File: src/rtl/seq_det_ctrl_if.sv
// Control, configuration and status bundle of the programmable sequence detector.
// The master side drives stimulus and config; the slave side is the detector.
interface seq_det_ctrl_if #(
  parameter int MAXLEN = 8,
  parameter int CNT_W  = 8
);
  logic              in;
  logic              cfg_we;
  logic [MAXLEN-1:0] cfg_pattern;
  logic [3:0]        cfg_len;
  logic [CNT_W-1:0]  cfg_target;
  logic              start;
  logic              abort;
  logic              out;
  logic              busy;
  logic              done;
  logic [CNT_W-1:0]  match_cnt;

  modport master (
    output in, cfg_we, cfg_pattern, cfg_len, cfg_target, start, abort,
    input  out, busy, done, match_cnt
  );

  modport slave (
    input  in, cfg_we, cfg_pattern, cfg_len, cfg_target, start, abort,
    output out, busy, done, match_cnt
  );
endinterface

File: src/rtl/seq_det_ctrl.sv
// Programmable overlapping Mealy sequence detector with an IDLE/ARMED/DONE
// controller, a saturating match counter and stop-on-target.
module seq_det_ctrl #(
  parameter int MAXLEN = 8,
  parameter int CNT_W  = 8
) (
  input  logic          clk,
  input  logic          rst,
  seq_det_ctrl_if.slave bus
);

  typedef enum logic [1:0] {IDLE, ARMED, DONE} state_t;

  localparam logic [3:0]        LEN_MAX     = 4'(MAXLEN);
  localparam logic [MAXLEN-1:0] PATTERN_RST = MAXLEN'(8'h0D);

  state_t            state_q, state_d;
  logic [MAXLEN-1:0] pattern_q;
  logic [3:0]        len_q;
  logic [CNT_W-1:0]  target_q;
  logic [MAXLEN-2:0] hist_q;
  logic [3:0]        fill_q;
  logic [CNT_W-1:0]  cnt_q;

  logic [MAXLEN-1:0] window;
  logic [MAXLEN-1:0] mask;
  logic [3:0]        len_in;
  logic              armed;
  logic              match;
  logic              hit;
  logic              reach;
  logic              cfg_ok;

  // Length is normalised once at write time so the detector only sees 1..MAXLEN.
  always_comb begin
    if (bus.cfg_len == 4'd0)         len_in = 4'd1;
    else if (bus.cfg_len > LEN_MAX)  len_in = LEN_MAX;
    else                             len_in = bus.cfg_len;
  end

  // The incoming bit is the newest pattern bit, so matching looks at hist plus in.
  assign window = {hist_q, bus.in};

  always_comb begin
    mask = '0;
    for (int i = 0; i < MAXLEN; i++) mask[i] = (4'(i) < len_q);
  end

  assign armed  = (state_q == ARMED);
  assign match  = (fill_q >= len_q - 4'd1) && (((window ^ pattern_q) & mask) == '0);
  assign hit    = match && armed && !bus.abort;
  assign reach  = (target_q != '0) &&
                  (({1'b0, cnt_q} + (CNT_W+1)'(1)) == {1'b0, target_q});
  assign cfg_ok = bus.cfg_we && !armed;

  // NOTE: state_d gets its default before the case so no path leaves it unassigned (no latch).
  always_comb begin
    state_d = state_q;
    unique case (state_q)
      IDLE, DONE: if (bus.start) state_d = ARMED;
      ARMED: begin
        if (bus.abort)         state_d = IDLE;
        else if (hit && reach) state_d = DONE;
      end
      default:                 state_d = IDLE;
    endcase
  end

  // NOTE: reset is synchronous here, so rst appears only inside the clocked branch.
  always_ff @(posedge clk) begin
    if (rst) state_q <= IDLE;
    else     state_q <= state_d;
  end

  always_ff @(posedge clk) begin
    if (rst) begin
      pattern_q <= PATTERN_RST;
      len_q     <= 4'd4;
      target_q  <= '0;
      hist_q    <= '0;
      fill_q    <= '0;
      cnt_q     <= '0;
    end else begin
      if (cfg_ok) begin
        pattern_q <= bus.cfg_pattern;
        len_q     <= len_in;
        target_q  <= bus.cfg_target;
      end
      if (!armed && bus.start) begin
        hist_q <= '0;
        fill_q <= '0;
        cnt_q  <= '0;
      end else if (armed) begin
        hist_q <= window[MAXLEN-2:0];
        if (fill_q < len_q) fill_q <= fill_q + 4'd1;
        if (hit && !(&cnt_q)) cnt_q <= cnt_q + CNT_W'(1);
      end
    end
  end

  assign bus.out       = hit;
  assign bus.busy      = armed;
  assign bus.done      = (state_q == DONE);
  assign bus.match_cnt = cnt_q;

endmodule
File: src/flat_wrapper.sv
// flat-port wrapper written by rule: the top's interface ports become plain ports
module seq_det_ctrl_flat 
#(
  parameter int MAXLEN = 8,
  parameter int CNT_W  = 8
)
  (clk, rst, bus_in, bus_cfg_we, bus_cfg_pattern, bus_cfg_len, bus_cfg_target, bus_start, bus_abort, bus_out, bus_busy, bus_done, bus_match_cnt);
  seq_det_ctrl_if #(.MAXLEN(MAXLEN), .CNT_W(CNT_W)) bus_i ();
  input  logic clk;
  input  logic rst;
  input wire logic [$bits(bus_i.in)-1:0] bus_in;
  input wire logic [$bits(bus_i.cfg_we)-1:0] bus_cfg_we;
  input wire logic [$bits(bus_i.cfg_pattern)-1:0] bus_cfg_pattern;
  input wire logic [$bits(bus_i.cfg_len)-1:0] bus_cfg_len;
  input wire logic [$bits(bus_i.cfg_target)-1:0] bus_cfg_target;
  input wire logic [$bits(bus_i.start)-1:0] bus_start;
  input wire logic [$bits(bus_i.abort)-1:0] bus_abort;
  output wire logic [$bits(bus_i.out)-1:0] bus_out;
  output wire logic [$bits(bus_i.busy)-1:0] bus_busy;
  output wire logic [$bits(bus_i.done)-1:0] bus_done;
  output wire logic [$bits(bus_i.match_cnt)-1:0] bus_match_cnt;
  assign bus_i.in = bus_in;
  assign bus_i.cfg_we = bus_cfg_we;
  assign bus_i.cfg_pattern = bus_cfg_pattern;
  assign bus_i.cfg_len = bus_cfg_len;
  assign bus_i.cfg_target = bus_cfg_target;
  assign bus_i.start = bus_start;
  assign bus_i.abort = bus_abort;
  assign bus_out = bus_i.out;
  assign bus_busy = bus_i.busy;
  assign bus_done = bus_i.done;
  assign bus_match_cnt = bus_i.match_cnt;
  seq_det_ctrl #(.MAXLEN(MAXLEN), .CNT_W(CNT_W)) u_core (.clk(clk), .rst(rst), .bus(bus_i));
endmodule
File: config.mk
export PLATFORM = sky130hd
export DESIGN_NAME = seq_det_ctrl_flat
export DESIGN_NICKNAME = d
export VERILOG_FILES = /design/src/rtl/seq_det_ctrl_if.sv /design/src/rtl/seq_det_ctrl.sv /design/src/flat_wrapper.sv
export SDC_FILE = /design/constraint.sdc
export NUM_CORES = 1
export LEC_CHECK = 0
export BUFFER_PORTS_ARGS = -buffer_cell sky130_fd_sc_hd__buf_4
export CAP_MARGIN = 20
export CORE_UTILIZATION = 56
export DETAILED_ROUTE_END_ITERATION = 7
export PLACE_DENSITY = 0.9
export REMOVE_ABC_BUFFERS = 1
export SETUP_SLACK_MARGIN = 0.02
export SYNTH_ARGS = -nofsm -noshare
export SYNTH_HDL_FRONTEND = slang
export SYNTH_SLANG_ARGS = --single-unit
File: constraint.sdc
create_clock -name clk -period 3.1 [get_ports clk]
set_input_delay 0.31 -clock clk [delete_from_list [all_inputs] [get_ports clk]]
set_output_delay 0.31 -clock clk [all_outputs]
set_load 0.1 [all_outputs]
== Yosys cells after proc, flatten, opt, wreduce, memory -nomap -nowiden ==
Index checks and enable logic that the tools add are counted.

* Bits in registers: 41
* Bits in latches: 0
* Bits in writable memories: 0
* Memory bits (read-only): 0
* Output and inout port bits: 11
* Memories: 0

* Add/subtract/negate cells: 4
* $mul: 0
* Div/mod/pow operators: 0
* $lt $le $gt $ge: 11
* Equal/unequal tests: 5
* Shift-type cells: 0
* Mux-type cells: 6
* Bitwise gates (word level): 2
* Reduce and logical (&&, ||, !) cells: 21

{| class="wikitable"
|+ Operator list
! kind !! number
|-
| $lt A3 B4 Y1 const A || 4
|-
| $add A8 B1 Y9 const B || 1
|-
| $eq A9 B8 Y1 || 1
|-
| $add A8 B1 Y8 const B || 1
|-
| $and A8 B8 Y8 || 1
|-
| $logic_and A1 B1 Y1 || 8
|-
| $logic_not A8 Y1 || 1
|-
| $lt A1 B4 Y1 const A || 2
|-
| $lt A2 B4 Y1 const A || 2
|-
| $mux W4 || 2
|-
| $reduce_and A8 Y1 || 1
|-
| $reduce_bool A8 Y1 || 1
|-
| $xor A8 B8 Y8 || 1
|-
| $mux W2 || 3
|-
| $reduce_and A2 Y1 || 3
|-
| $add A4 B1 Y4 const B || 1
|-
| $ge A4 B4 Y1 || 1
|-
| $gt A4 B4 Y1 const B || 1
|-
| $logic_not A4 Y1 || 1
|-
| $lt A4 B4 Y1 || 1
|-
| $pmux W2 S2 || 1
|-
| $reduce_or A2 Y1 || 2
|-
| $sub A4 B1 Y4 const B || 1
|-
| $logic_not A1 Y1 || 3
|-
| 5 further kinds || 5
|}

== Depth between registers and ports, before layout ==
Gate-level depths: netlist of run 1.

* Depth after elaboration: 10
* Mapped depth: 11
* Gate-level depth less buffers: 10

== Worst setup path before layout of run 1 ==
Ideal clock, no wire load.

* Path kind: register -> register
* Start: reg u_core.len_q[0]
* End: reg u_core.state_q[0]
* Library setup time: 0.116 ns
* Arrival: 2.727 ns
* Slack: 0.258 ns
* Cell stages (with the launch flop): 11
* Buffers on the path: 0
* Path through: dfxtp_1 -> inv_1 -> ha_1 -> xnor2_1 -> ha_1 -> nor3_1 -> nor4_2 -> nor3b_1 -> and3_1 -> nand3_1 -> and3b_1

* Longest elaborated chain between the ends: 9

{| class="wikitable"
|+ Ends and longest elaborated chain
! element !! RTL line !! text
|-
| start, declared || seq_det_ctrl.sv:19 || <nowiki>logic [3:0] len_q;</nowiki>
|-
| start signal, assigned || seq_det_ctrl.sv:86 || <nowiki>len_q <= len_in;</nowiki>
|-
| parallel branches: the longest is 3 deep, another holds $sub A4 B1 Y4 || -- ||
|-
| $logic_and A1 B1 Y1 (*) || seq_det_ctrl.sv:50 || <nowiki>assign match = (fill_q >= len_q - 4'd1) && (((window ^ pattern_q) & mask) == '0);</nowiki>
|-
| $logic_and A1 B1 Y1 (*) (2 in series) || seq_det_ctrl.sv:51 || <nowiki>assign hit = match && armed && !bus.abort;</nowiki>
|-
| named net bus_out || flat_wrapper.sv:18 || <nowiki>output wire logic [$bits(bus_i.out)-1:0] bus_out;</nowiki>
|-
| $logic_and A1 B1 Y1 (*) || seq_det_ctrl.sv:63 || <nowiki>else if (hit && reach) state_d = DONE;</nowiki>
|-
| $ne A3 B3 Y1 (no line) (*) || -- ||
|-
| $reduce_and A2 Y1 (no line) (*) || -- ||
|-
| end signal, assigned || seq_det_ctrl.sv:72 || <nowiki>else state_q <= state_d;</nowiki>
|-
| end, declared || seq_det_ctrl.sv:17 || <nowiki>state_t state_q, state_d;</nowiki>
|}

Mark *: on every way through the listed nets, which the timed path passes.
A chain may end at the register's enable or synchronous reset.

== Final worst setup path of run 1 ==
* Start: reg u_core.len_q[0]
* End: out bus_out

* Longest elaborated chain between the ends: 6

{| class="wikitable"
|+ Ends and longest elaborated chain
! element !! RTL line
|-
| parallel branches: the longest is 3 deep, another holds $sub A4 B1 Y4 || --
|-
| $logic_and A1 B1 Y1 (*) || seq_det_ctrl.sv:50
|-
| $logic_and A1 B1 Y1 (*) (2 in series) || seq_det_ctrl.sv:51
|-
| end, declared || flat_wrapper.sv:18
|}

Mark *: on every way between the ends.

==> results by group, run 1 <==
Setup path
  – Setup CP Type: flop to output pin
  – Worst EP required: 2.79 ns
  – Cell chain of the critical path: inv_1 -> ha_1 -> xnor2_1 -> ha_1 -> nor3_1 -> nor4_2 -> nor3b_1 -> and3_1 -> buf_4
  – Worst Setup End Kind: output pin
  – CP most frequent cell: ha_1
  – Crit-path max FO: 6
  – Critical path's slowest cell: dfxtp_1
  – CP peak stage delay: 0.43 ns
  – CP arrival: 2.56 ns
  – CP startpoint kind: flop

Placement
  – Port Buffers: 36
  – Hpwl dp: 3160 um
  – RD Place Congestion: 0.854
  – Placed Cells: 343

Run
  – MaxCap Viol Count: 0

CTS
  – Root Driver: clkbuf_8
  – CTS tree: built
  – Worst-path clk slew: 0.08 ns
  – CTS Buf Count: 5
  – Hold-fix buffers, CTS: 0
  – Clock tree buffer depth: 2
  – CTS resizes: 0
  – CTS sink count: slightly above 40
  – Clock latency on the worst-skew pair: approximately 0.3 ns
  – H-tree depth: 2

Detailed routing
  – DR WL/cell: about 12 um
  – Post-route DRC: 0
  – DR iter-0 viols: slightly above 60
  – Post-DRT Antenna Nets: 0
  – Vias/cell: 5.33
  – Detailed-route via count: 1,882
  – Drt pass-1 iters: 4
  – WL final: 4340 um

Yosys
  – Synthesized instance count: 273
  – Post-synth top cells: nand2_1 (57), dfxtp_1 (41), a21oi_1 (35), xnor2_1 (16), ha_1 (13)
  – Post-synth cell types: 42
  – Post-Syn Area per Cell: roughly 8 um^2
  – Post-synth top area share: 0.376
  – Async set-reset flop share out of synthesis: 0
  – Count leader, synth: nand2_1
  – Post-synth EDFFs: 0
  – Most used DFF post-synth: dfxtp_1
  – YS warnings: 0
  – Ranking of synthesized cells by area: dfxtp_1 (38%), nand2_1 (9.8%), a21oi_1 (8.0%)
  – Leading area contributor after synthesis: dfxtp_1
  – Seq cells post-synth: 41
  – Post-Syn Area: 0.00218 mm^2
  – Seq/Total Area, Yosys: 0.376

Floorplanning
  – Die area: 0.00415 mm^2
  – Die Wd: between 60 and 70 um
  – Core ar.: 0.00369 mm^2
  – Row count: 22
  – Die height: between 60 and 70 um
  – # IOs: 37
  – Initial Util: 0.592

GRT
  – Global route overflow: 0
  – Vias in the first global route: 1,732
  – Largest net degree at the start of global routing: 24
  – GRT Total Usage: 0.231
  – Met3 Usage GRT: 0.0493
  – Antenna violations before repair: 0
  – Met1 Resource Use GR: 0.295
  – First-pass GRT wire length: 7410 um
  – Met2 usage: 0.374
  – Busiest grt layer: met2

Power
  – Maximum VDD drop: 0.339 mV
  – Cell leakage power: 1.02 nW
  – Power per cell area: approximately 420 mW/mm^2

Final layout
  – Nets: between 300 and 400
  – Share of layout cells above drive strength 1: 0.157
  – Non-Filler Instances: 353
  – Area grow syn2layout: 17.0%
  – Fill cells: around 320
  – Diodes inserted: 0

Outcome
  – Status: finished, final reports clean

STA
  – Worst slew pin tran: 0.669 ns
  – Max Clock Freq: 0.349 GHz
  – Sum Neg Setup Slack: 0 ns
  – Rel. slew slack: 0.553
  – Hold Vio Cnt, Final: 0
  – Tmin final: 2.87 ns
  – Setup Skew: between 0.005 and 0.006 ns
  – Crit share post-route: 0.925
  – Unrepaired setup endpoints after global routing: no
  – Endpoints failing setup: 0
  – Pins Over Slew Limit: 0

Worst hold path
  – Hold Crit Class: primary input to flop
final cells by class:
| cell class | instances | area (um^2) | area share |
|---|---|---|---|
| Tap cell | 48 | 60.1 | 0.0235 |
| Inverter | 9 | 33.8 | 0.0132 |
| Timing Repair Buffer | 38 | 285 | 0.112 |
| Multi-Input combinational cell | 209 | 1260 | 0.496 |
| Sequential cell | 41 | 821 | 0.322 |
| Clock buffer | 6 | 72.6 | 0.0284 |
| Clock inverter | 2 | 15.0 | 0.00588 |
sequential cells by signal, indices dropped and copies added (netlist names):
name and flops:
u_core.bus.match_cnt 8, u_core.fill_q 4, u_core.hist_q 7, u_core.len_q 4, u_core.pattern_q 8, u_core.state_q 2
u_core.target_q 8
worst paths after layout:
path                                          from                      end  slack, ns  cells after the start
worst min-delay path            bus_cfg_pattern[3]      u_core.pattern_q[3]       0.21                      3
worst min register to register    u_core.hist_q[6]         u_core.hist_q[6]       0.47                      2
worst max-delay path               u_core.len_q[0]                  bus_out       0.23                      9
worst max register to register     u_core.len_q[0]  u_core.bus.match_cnt[6]       0.50                     11
routing by layer:
metal | part of all wire | vias up
met4 | 0.017 | 0
li1 | - | 992
met1 | 0.48 | 845
met2 | 0.47 | 37
met3 | 0.037 | 8
met5 | 0 | -
cells in the final DEF (no fill, tap or decap), drive strengths merged, types with 2 or more instances in the layout:
cell type  instances
nand2             57
or3                7
a21oi             35
clkinvlp           2
nor4               4
nor3               3
inv                8
and2               2
clkbuf             6
and3               4
nor3b              3
buf               38
xor2               8
o22ai              3
nand3b             5
a211o              2
mux2i              2
ha                13
dfxtp             41
nand2b             4
nand4              2
nor2              12
o21ai             10
nand3              6
xnor2             16
report_power, final:
group	switching (mW)	leakage [nW]	internal, mW
Clock	0.188	0.0374	0.159
Combinational	0.0816	0.652	0.0688
Sequential	0.0208	0.334	0.545
Total	0.290	1.02	0.772
cell families (layout without fill, tap and decap cells):
family / Yosys count / after routing / share of synthesized area
buffers and inverters: 23 / 55 / 0.0442
multiplexers: 2 / 2 / 0.00917
AND/OR/NAND/NOR: 115 / 115 / 0.261
AO/OA/AOI/OAI: 55 / 55 / 0.138
XOR/XNOR: 24 / 24 / 0.0963
adder cells (fa/ha/maj): 13 / 13 / 0.0745
flip-flops: 41 / 41 / 0.376
critical path, delay by kind of cell, from the launching register on:
family | cells | cell delay [ns]
adder cells (fa/ha/maj) | 2 | 0.52
buffers and inverters | 2 | 0.41
XOR/XNOR | 1 | 0.14
flip-flops | 1 | 0.43
AND/OR/NAND/NOR | 4 | 0.77
timing repair:
| action | CTS | global route |
|---|---|---|
| buffers inserted | 0 | 2 |
| endpoints found under the setup margin | 0 | 1 |
| endpoints found under the hold margin | 0 | 0 |
through the flow:
step	worst slack, ns	power, mW	hold slack (ns)	util	area (um^2)
finish	0.234	1.06	0.215	0.692	2550
global route	0.0871	1.12	0.219	0.692	2550
CTS	0.222	1.07	0.216	0.688	2540
detailed placement	0.274	0.727	0.460	0.664	2450
global placement	0.474	0.723	0.459	0.664	2450
floorplan	0.250	0.671	0.379	-	2120
No activity file was read; power rests on OpenSTA's default activity.
==> run 2: changes to the inputs <==
--- a/config.mk
+++ b/config.mk
@@ -7,9 +7,11 @@
 export LEC_CHECK = 0
 export BUFFER_PORTS_ARGS = -buffer_cell sky130_fd_sc_hd__buf_4
 export CAP_MARGIN = 20
-export CORE_UTILIZATION = 56
+export CELL_PAD_IN_SITES_DETAIL_PLACEMENT = 0
+export CELL_PAD_IN_SITES_GLOBAL_PLACEMENT = 1
+export CORE_UTILIZATION = 41
 export DETAILED_ROUTE_END_ITERATION = 7
-export PLACE_DENSITY = 0.9
+export PLACE_DENSITY = 0.89
 export REMOVE_ABC_BUFFERS = 1
 export SETUP_SLACK_MARGIN = 0.02
 export SYNTH_ARGS = -nofsm -noshare
==> run 2 against run 1 <==
Against the previous run:
- global-route usage decreased by 5.7 points
- maximum frequency rose by 2.1%
- clock skew is essentially flat
- combinational power barely moved
- total power rose by 0.59%
- critical endpoint unchanged
==> results by group, run 2 (same netlist as run 1, synthesis figures left out) <==
Run
  – MaxCap Viol Count: 0 (unchanged)

Floorplanning
  – Die height: 75.0 um (+16%)
  – # IOs: 37 (unchanged)
  – Core ar.: 0.00511 mm^2 (+38%)
  – Initial Util: 0.427 (-0.164)
  – Row count: 26 (+18%)
  – Die area: 0.00562 mm^2 (+35%)
  – Die Wd: 75.0 um (+16%)

Setup path
  – Crit path launch: u_core.len_q[0]
  – Worst reg2reg path depth: 11 (unchanged)
  – Crit-path max FO: 6 (unchanged)
  – CP startpoint kind: flop
  – Reg2reg start: u_core.len_q[0]
  – FF-to-FF setup slack: 0.57 ns (+0.07 ns)
  – Worst Setup End Kind: output pin
  – Worst EP required: 2.79 ns (about the same)
  – Setup CP Type: flop to output pin
  – Crit Reg-Reg Endpoint: u_core.bus.match_cnt[2]
  – CP arrival: 2.50 ns (-0.06 ns)

Placement
  – Placed Cells: 365 (+6.4%)
  – Hpwl dp: 3310 um (+4.7%)
  – RD Place Congestion: 0.791 (-7.4%)
  – Port Buffers: 36 (unchanged)

STA
  – Setup Skew: 0.00572 ns (+0.0000650 ns)
  – Tmin final: 2.81 ns (-0.0583 ns)
  – Pins Over Slew Limit: 0 (unchanged)
  – Max Clock Freq: 0.356 GHz (+2.1%)
  – Sum Neg Setup Slack: 0 ns (unchanged)
  – Hold Vio Cnt, Final: 0 (unchanged)
  – Crit share post-route: 0.906 (-0.0188)
  – Worst slew pin tran: 0.707 ns (+0.0382 ns)
  – Unrepaired setup endpoints after global routing: no
  – Endpoints failing setup: 0 (unchanged)
  – Rel. slew slack: 0.527 (-0.0255)

Detailed routing
  – Drt pass-1 iters: 4 (unchanged)
  – DR iter-0 viols: 92 (+48%)
  – DR WL/cell: 12.1 um (-1.2%)
  – Post-route DRC: 0 (unchanged)
  – Detailed-route via count: 1,873 (-0.48%)
  – WL final: 4540 um (+4.7%)
  – Post-DRT Antenna Nets: 0 (unchanged)
  – Vias/cell: 5.01 (-6.1%)

Power
  – Power per cell area: 415 mW/mm^2 (-0.19%)
  – Cell leakage power: 1.02 nW (-0.41%)
  – Maximum VDD drop: 0.307 mV (-9.5%)

Final layout
  – Share of layout cells above drive strength 1: 0.155 (-0.00277)
  – Non-Filler Instances: 374 (+5.9%)
  – Commonest non-fill, non-tap cell in the layout: nand2_1
  – Nets: 342 (-0.29%)
  – Area grow syn2layout: 17.9%
  – Commonest cells after routing, fill and taps aside: nand2_1 (57), dfxtp_1 (41), buf_4 (37), a21oi_1 (35), xnor2_1 (16)
  – Diodes inserted: 0 (unchanged)

CTS
  – Worst-path clk slew: 0.09 ns (about the same)
  – Clock latency on the worst-skew pair: 0.29 ns (about the same)
  – CTS sink count: 41 (unchanged)
  – Clock tree buffer depth: 2 (unchanged)
  – H-tree depth: 2 (unchanged)
  – CTS tree: built
  – CTS Buf Count: 5 (unchanged)
  – Root Driver: clkbuf_8

Outcome
  – Status: finished, final reports clean

GRT
  – Largest net degree at the start of global routing: 24 (unchanged)
  – Global route overflow: 0 (unchanged)
  – First-pass GRT wire length: 7490 um (+1.0%)
  – GRT Total Usage: 0.174 (-0.0569)
  – Vias in the first global route: 1,668 (-3.7%)
  – Antenna violations before repair: 0 (unchanged)

Worst hold path
  – Hold Crit Depth: 3 (unchanged)
  – Worst hold start: bus_cfg_pattern[3]
  – Hold Crit Class: primary input to flop
  – Hold worst-path end: u_core.pattern_q[3]
run 2: repair_timing:
action / 4_1_cts / 5_1_grt
setup endpoints to repair: 0 / 4
gates resized for setup: 0 / 0
buffers inserted: 0 / 1
hold buffers: 0 / 0
run 2: metal layers:
| layer | vias up | track usage | share of wire |
|---|---|---|---|
| met5 | - | 0 | 0 |
| met4 | 0 | 0.0440 | 0.011 |
| met3 | 5 | 0.0281 | 0.021 |
| met2 | 22 | 0.283 | 0.45 |
| met1 | 859 | 0.241 | 0.52 |
| li1 | 987 | - | - |
run 2: final cells by class:
class,count,area [um^2]
inverters,9,33.8
flip-flops and latches,41,821
repair buffers,37,278
multi-input cells,209,1260
fillers,551,2530
clock inverters,2,15.0
well taps,70,87.6
clock buffers,6,72.6
run 2: how the worst max path moves through the flow:
stage,slack (ns),to
3_5_place_dp,0.23,u_core.bus.match_cnt[2]
4_1_cts,0.24,u_core.bus.match_cnt[2]
5_1_grt,0.16,bus_out
3_3_place_gp,0.41,u_core.bus.match_cnt[2]
2_1_floorplan,0.25,u_core.state_q[0]
6_report,0.29,bus_out
run 2: critical path, cell delays in order, from the launching register on:
cell     delay [ns]
dfxtp_1        0.42
inv_1          0.09
ha_1           0.24
xnor2_1        0.15
ha_1           0.29
nor3_1         0.05
nor4_2         0.19
nor3b_1        0.27
and3_1         0.22
buf_4          0.30
run 2: power breakdown:
| group | switching, mW | internal, mW |
|---|---|---|
| clock | 0.192 | 0.159 |
| combinational | 0.0825 | 0.0687 |
| sequential | 0.0213 | 0.545 |
| total | 0.296 | 0.773 |
run 2: through the flow:
step	worst slack [ns]	area (um^2)	power [mW]	util	hold slack [ns]
2_1_floorplan	0.250	2120	0.671	-	0.379
3_3_place_gp	0.410	2480	0.727	0.485	0.455
3_5_place_dp	0.234	2480	0.731	0.485	0.461
4_1_cts	0.236	2560	1.08	0.502	0.220
5_1_grt	0.156	2570	1.12	0.504	0.227
6_report	0.292	2570	1.07	0.504	0.226
